<file path="config.mk">
export PLATFORM = sky130hd
export DESIGN_NAME = alarm_trigger
export DESIGN_NICKNAME = d
export VERILOG_FILES = /design/src/rtl/alarm_trigger.sv
export SDC_FILE = /design/constraint.sdc
export NUM_CORES = 1
export LEC_CHECK = 0
export BUFFER_PORTS_ARGS = -buffer_cell sky130_fd_sc_hd__buf_4
export CAP_MARGIN = 20
export CORE_MARGIN = 8
export CORE_UTILIZATION = 55
export CTS_BUF_LIST = sky130_fd_sc_hd__clkbuf_8
export CTS_CLUSTER_SIZE = 28
export DETAILED_ROUTE_END_ITERATION = 7
export PLACE_DENSITY_LB_ADDON = 0.05
export SLEW_MARGIN = 20
export SYNTH_ARGS = -nofsm -noshare
export SYNTH_HDL_FRONTEND = slang
export SYNTH_SLANG_ARGS = --single-unit
</file>
<file path="constraint.sdc">
create_clock -name clk -period 3.1 [get_ports clk]
set_input_delay 0.62 -clock clk [delete_from_list [all_inputs] [get_ports clk]]
set_output_delay 0.62 -clock clk [all_outputs]
set_load 0.03 [all_outputs]
</file>
<file path="src/rtl/alarm_trigger.sv">
// ============================================================================
//  Module   : alarm_trigger
//  Purpose  : Alarm sequencer; drives the LED chaser 'activate' input from an
//             alarm-time match, with dismiss/snooze handling on a 1 Hz tick.
//             Optional snooze support is enabled with `define ALARM_SNOOZE_EN.
//  Revision : 1.0  initial release
// ============================================================================
`default_nettype none

module alarm_trigger #(
    parameter int unsigned DEF_HOUR   = 7,
    parameter int unsigned DEF_MIN    = 0,
    parameter int unsigned RING_SEC   = 30,
    parameter int unsigned SNOOZE_SEC = 300,
    parameter int unsigned MAX_SNOOZE = 3
) (
    input  logic       clk,
    input  logic       rst,
    input  logic       sec_tick,
    input  logic [4:0] cur_hour,
    input  logic [5:0] cur_min,
    input  logic [5:0] cur_sec,
    input  logic       alarm_en,
    input  logic       set_strobe,
    input  logic [4:0] set_hour,
    input  logic [5:0] set_min,
    input  logic       dismiss,
    input  logic       snooze,
    output logic       activate,
    output logic [1:0] state,
    output logic [3:0] snooze_left,
    output logic [4:0] alm_hour,
    output logic [5:0] alm_min
);

    localparam int unsigned c_MAX_CNT = (RING_SEC > SNOOZE_SEC) ? RING_SEC : SNOOZE_SEC;
    localparam int unsigned c_CNT_W   = $clog2(c_MAX_CNT + 1);

`ifdef ALARM_SNOOZE_EN
    localparam logic [3:0] c_SNOOZE_RELOAD = 4'(MAX_SNOOZE);
`else
    localparam logic [3:0] c_SNOOZE_RELOAD = 4'd0;
`endif

    typedef enum logic [1:0] {
        IDLE    = 2'b00,
        RINGING = 2'b01,
        SNOOZED = 2'b10
    } state_t;

    state_t               r_state_q, w_state_d;
    logic [c_CNT_W-1:0]   r_cnt_q,   w_cnt_d;
    logic [3:0]           r_left_q,  w_left_d;
    logic [4:0]           r_hour_q,  w_hour_d;
    logic [5:0]           r_min_q,   w_min_d;
    logic                 r_act_q;

    logic w_set_ok;
    logic w_match;
    logic w_snooze_take;

    assign w_set_ok = set_strobe && (set_hour <= 5'd23) && (set_min <= 6'd59);

    assign w_match = sec_tick && alarm_en && (r_state_q == IDLE) &&
                     (cur_sec == 6'd0) && (cur_hour == r_hour_q) &&
                     (cur_min == r_min_q);

`ifdef ALARM_SNOOZE_EN
    assign w_snooze_take = snooze && (r_left_q != 4'd0);
`else
    // Snooze is not supported in this build; the input is deliberately ignored.
    logic w_unused_snooze;
    assign w_unused_snooze = snooze;
    assign w_snooze_take   = 1'b0;
`endif

    always_comb begin
        w_state_d = r_state_q;
        w_cnt_d   = r_cnt_q;
        w_left_d  = r_left_q;
        w_hour_d  = r_hour_q;
        w_min_d   = r_min_q;

        if (w_set_ok) begin
            w_hour_d  = set_hour;
            w_min_d   = set_min;
            w_state_d = IDLE;
            w_cnt_d   = '0;
        end else if (!alarm_en) begin
            w_state_d = IDLE;
            w_cnt_d   = '0;
        end else begin
            case (r_state_q)
                IDLE: begin
                    // A dismiss pulse coinciding with the match tick cancels it.
                    if (w_match && !dismiss) begin
                        w_state_d = RINGING;
                        w_cnt_d   = '0;
                        w_left_d  = c_SNOOZE_RELOAD;
                    end
                end
                RINGING: begin
                    if (dismiss) begin
                        w_state_d = IDLE;
                        w_cnt_d   = '0;
                    end else if (w_snooze_take) begin
                        w_state_d = SNOOZED;
                        w_cnt_d   = '0;
                        w_left_d  = r_left_q - 4'd1;
                    end else if (sec_tick) begin
                        if (r_cnt_q == c_CNT_W'(RING_SEC - 1)) begin
                            w_state_d = IDLE;
                            w_cnt_d   = '0;
                        end else begin
                            w_cnt_d = r_cnt_q + c_CNT_W'(1);
                        end
                    end
                end
                SNOOZED: begin
                    if (dismiss) begin
                        w_state_d = IDLE;
                        w_cnt_d   = '0;
                    end else if (sec_tick) begin
                        if (r_cnt_q == c_CNT_W'(SNOOZE_SEC - 1)) begin
                            w_state_d = RINGING;
                            w_cnt_d   = '0;
                        end else begin
                            w_cnt_d = r_cnt_q + c_CNT_W'(1);
                        end
                    end
                end
                default: begin
                    w_state_d = IDLE;
                    w_cnt_d   = '0;
                end
            endcase
        end
    end

    always_ff @(posedge clk) begin
        if (rst) begin
            r_state_q <= IDLE;
            r_cnt_q   <= '0;
            r_left_q  <= c_SNOOZE_RELOAD;
            r_hour_q  <= 5'(DEF_HOUR);
            r_min_q   <= 6'(DEF_MIN);
            r_act_q   <= 1'b0;
        end else begin
            r_state_q <= w_state_d;
            r_cnt_q   <= w_cnt_d;
            r_left_q  <= w_left_d;
            r_hour_q  <= w_hour_d;
            r_min_q   <= w_min_d;
            r_act_q   <= (w_state_d == RINGING);
        end
    end

    assign activate    = r_act_q;
    assign state       = r_state_q;
    assign snooze_left = r_left_q;
    assign alm_hour    = r_hour_q;
    assign alm_min     = r_min_q;

endmodule

`default_nettype wire

</file>
==> impl_metrics.ini <==
[placed_design]
gp_congestion = 0.8823
io_buffers = 47
dp_slack_ns = 0.5905
place_inst = 248
dp_hpwl_um = 3230

[clocking]
post_cts.repair.setup_buffers = 0
clk_path_buf_depth = 2
cts_buffers = 3
cts_sinks = 23
cts_tree = done
htreeDepth = 1
cts_resized = 0
cts-root-buf = clkbuf_8
holdBufCountCts = 0
clk_pin_slew_ns = 0.09
clk-insertion-delay-late_ns = 0.27

[detailed_routing]
vias = 1460
ant_nets = 0
finalWirelength_um = 3997
drcViolationCount = 0
avgRoutedWirePerCell_um = 15.86
drt_pre_antenna_iters = 4
drtIter0Drc = 136
viasPerCell = 5.794

[die]
fp.dieH_um = 68.23
fp-row-count = 19
coreArea_sq_um = 2663
die-area_sq_um = 4655
pin_count = 53
start_util = 0.5634
die_x_um = 68.23

[cells_and_area]
fin_cells = 252
drive_above_1_share = 0.2851
num_antenna_cells = 0
area_growth_pct = 25.69
finalNetCount = 263

[setup_path]
crit_family = simple AND/OR/NAND/NOR gates
path_buf_inv = 1
critPathRequiredTime_ns = 3.28
end_kind = flip-flop
criticalPathCategory = in2reg
critPathArrivalTime_ns = 2.41
slowest_delay_ns = 0.52
r2r_end = activate$_SDFF_PP0_
r2r_cells = 7
regToRegSetupSlack_ns = 1.02
cpMaxStageDelayCell = or4_4
crit_fanout = 10
crit_chain = buf_4, or4_4, nor4_2, and4_1, a311oi_1, a211oi_2
crit_path_start_kind = input pin
r2r_start = state[0]$_SDFF_PP0_

[timing]
final_max_slew_viol_count = 0
finClkSkew_ns = 0.01137
tightest_slew_ns = 0.6959
hold_violations = 0
finalSetupTns_ns = 0
setup_viol = 0
period_share = 0.7189
rsz0062_at_grt = false
holdWs_ns = 0.5138
max_freq_ghz = 0.4487
maxSlewHeadroom = 0.5351
period_needed_ns = 2.228
fin_ws_ns = 0.8716

[global_routing]
met1_usage = 0.2061
gr-total-overflow = 0
track_usage = 0.1805
grt_max_degree = 14
grt_pass1_wl_um = 6610
antenna_found_initial = 0
grt_util_met2 = 0.3154
grt.busiest_layer = met2
grt_pass1_vias = 1536
met3_usage = 0.03273

[synthesis]
ys_dominant_reg_cell = dfxtp_1
synth-async-reset-ratio = 0
yosys.area_share.xor_xnor = 0.06422
synth_edf_count = 0
synth_top_area_frac = 0.3069
yosys.area.top_type = dfxtp_1
yosysSeqAreaShare = 0.3069
avgSynthCellArea_sq_um = 8.476
synth_common_cells = dfxtp_1 (23), nand2_1 (17), nor2_1 (16)
synthSimpleGateAreaFrac = 0.2577
ys_types = 44
ys_top_cells_by_area = dfxtp_1 (31%), xor2_1 (6.4%), mux2i_1 (6.0%)
synth_compound_area_frac = 0.1968
syn-cell-area_sq_um = 1500
synth_top_family_by_area = simple AND/OR/NAND/NOR gates
synth_adder_area_share = 0.05004
syn_inst = 177
synth_most_common_cell = dfxtp_1
ys_seq_elements = 23
yosys_warnings = 0
synth_mux_area_frac = 0.06005

[pwr]
switchingPower_mw = 0.1719
intPower_mw = 0.4508
powerDensity_nw_per_um2 = 330.2
comb_power_share = 0.199
clock_power_share = 0.300
leakagePower_nw = 0.8365
worst_ir_drop_vdd_mv = 0.2288
p_sw_frac = 0.2760
seq_power_share = 0.502
total_power_mw = 0.6227

[status]
status = complete, no violations

[min_path]
hold_path.class = reg2reg
holdPathStages = 2
worstHoldStart = r_cnt_q[2]$_SDFFE_PP0P_
min_to = r_cnt_q[2]$_SDFFE_PP0P_

[run]
maxCapViolCount = 0
cell usage in the layout (no fill, tap or decap), types with 2 or more instances in the layout:
cell | Yosys | final
buf_4 | 5 | 48
dfxtp_1 | 23 | 23
nand2_1 | 17 | 17
nor2_1 | 16 | 16
xor2_1 | 11 | 11
mux2i_1 | 9 | 9
o21ai_1 | 9 | 9
inv_1 | 6 | 7
a21oi_1 | 7 | 7
nor3_1 | 6 | 6
a22oi_1 | 6 | 6
ha_1 | 6 | 6
nand3_1 | 5 | 5
nand2b_1 | 4 | 4
o2111ai_1 | 4 | 4
conb_1 | 1 | 4
nor4_2 | 3 | 3
o211ai_1 | 3 | 3
or3_1 | 3 | 3
clkbuf_8 | 0 | 3
nand3b_1 | 2 | 2
nor2b_1 | 2 | 2
o311ai_2 | 2 | 2
or2_2 | 2 | 2
and3_1 | 2 | 2
o31ai_1 | 2 | 2
flip-flops by register name (all words and copies together), names as in the netlist:
| register | count |
|---|---|
| alm_hour | 5 |
| r_cnt_q | 9 |
| activate | 1 |
| alm_min | 6 |
| state | 2 |
power groups by stage:
stage          Sequential [mW]  Combinational, mW  Clock [mW]
3_5_place_dp             0.319              0.124           0
5_1_grt                  0.314              0.132       0.201
3_3_place_gp             0.319              0.121           0
2_1_floorplan            0.335             0.0533           0
6_report                 0.313              0.124       0.186
4_1_cts                  0.313              0.124       0.188
worst max-delay path by stage:
stage	startpoint	end	slack (ns)	depth (start not counted)
finish	cur_sec[0]	activate$_SDFF_PP0_	0.87	6
global route	cur_sec[0]	activate$_SDFF_PP0_	0.82	6
CTS	cur_sec[0]	activate$_SDFF_PP0_	0.87	6
detailed placement	cur_sec[0]	activate$_SDFF_PP0_	0.59	6
global placement	cur_sec[0]	activate$_SDFF_PP0_	0.64	6
floorplan	cur_sec[0]	state[1]$_SDFF_PP0_	0.96	5
cell families after synthesis:
family / after synthesis
AOI/OAI and AO/OA: 40
xor gates and xnor gates: 11
adders and majority gates: 6
buffers and inverters: 17
DFF: 23
muxes: 9
other: 1
and+or+nand+nor: 70
area by class of cell:
cell class                      instances  area, sq um
Clock buffer                            3        41.29
Fill cell                             223        777.0
Multi-Input combinational cell        140        958.4
Timing Repair Buffer                   48        360.3
Tap cell                               31        38.79
Clock inverter                          1        3.754
Sequential cell                        23        460.4
Inverter                                6        22.52
layer usage:
metal	wire (um)	share of wire
met1	1689	0.42
met3	283	0.071
met5	0	0
met2	1981	0.50
met4	43	0.011
worst reg2reg max path: stages, from the launching register on:
cell and delay, ns:
dfxtp_1 0.37, inv_1 0.11, ha_1 0.24, nand4b_1 0.11
nor3_1 0.30, and4_1 0.51, a311oi_1 0.13, a211oi_2 0.22
stage by stage:
step / cell area, sq um / util
after floorplan: 1511 / -
after global placement: 1841 / 0.6913
after detailed placement: 1841 / 0.6913
after CTS: 1886 / 0.7082
after global routing: 1886 / 0.7082
final: 1886 / 0.7082
Power figures use the tool's default switching activity.
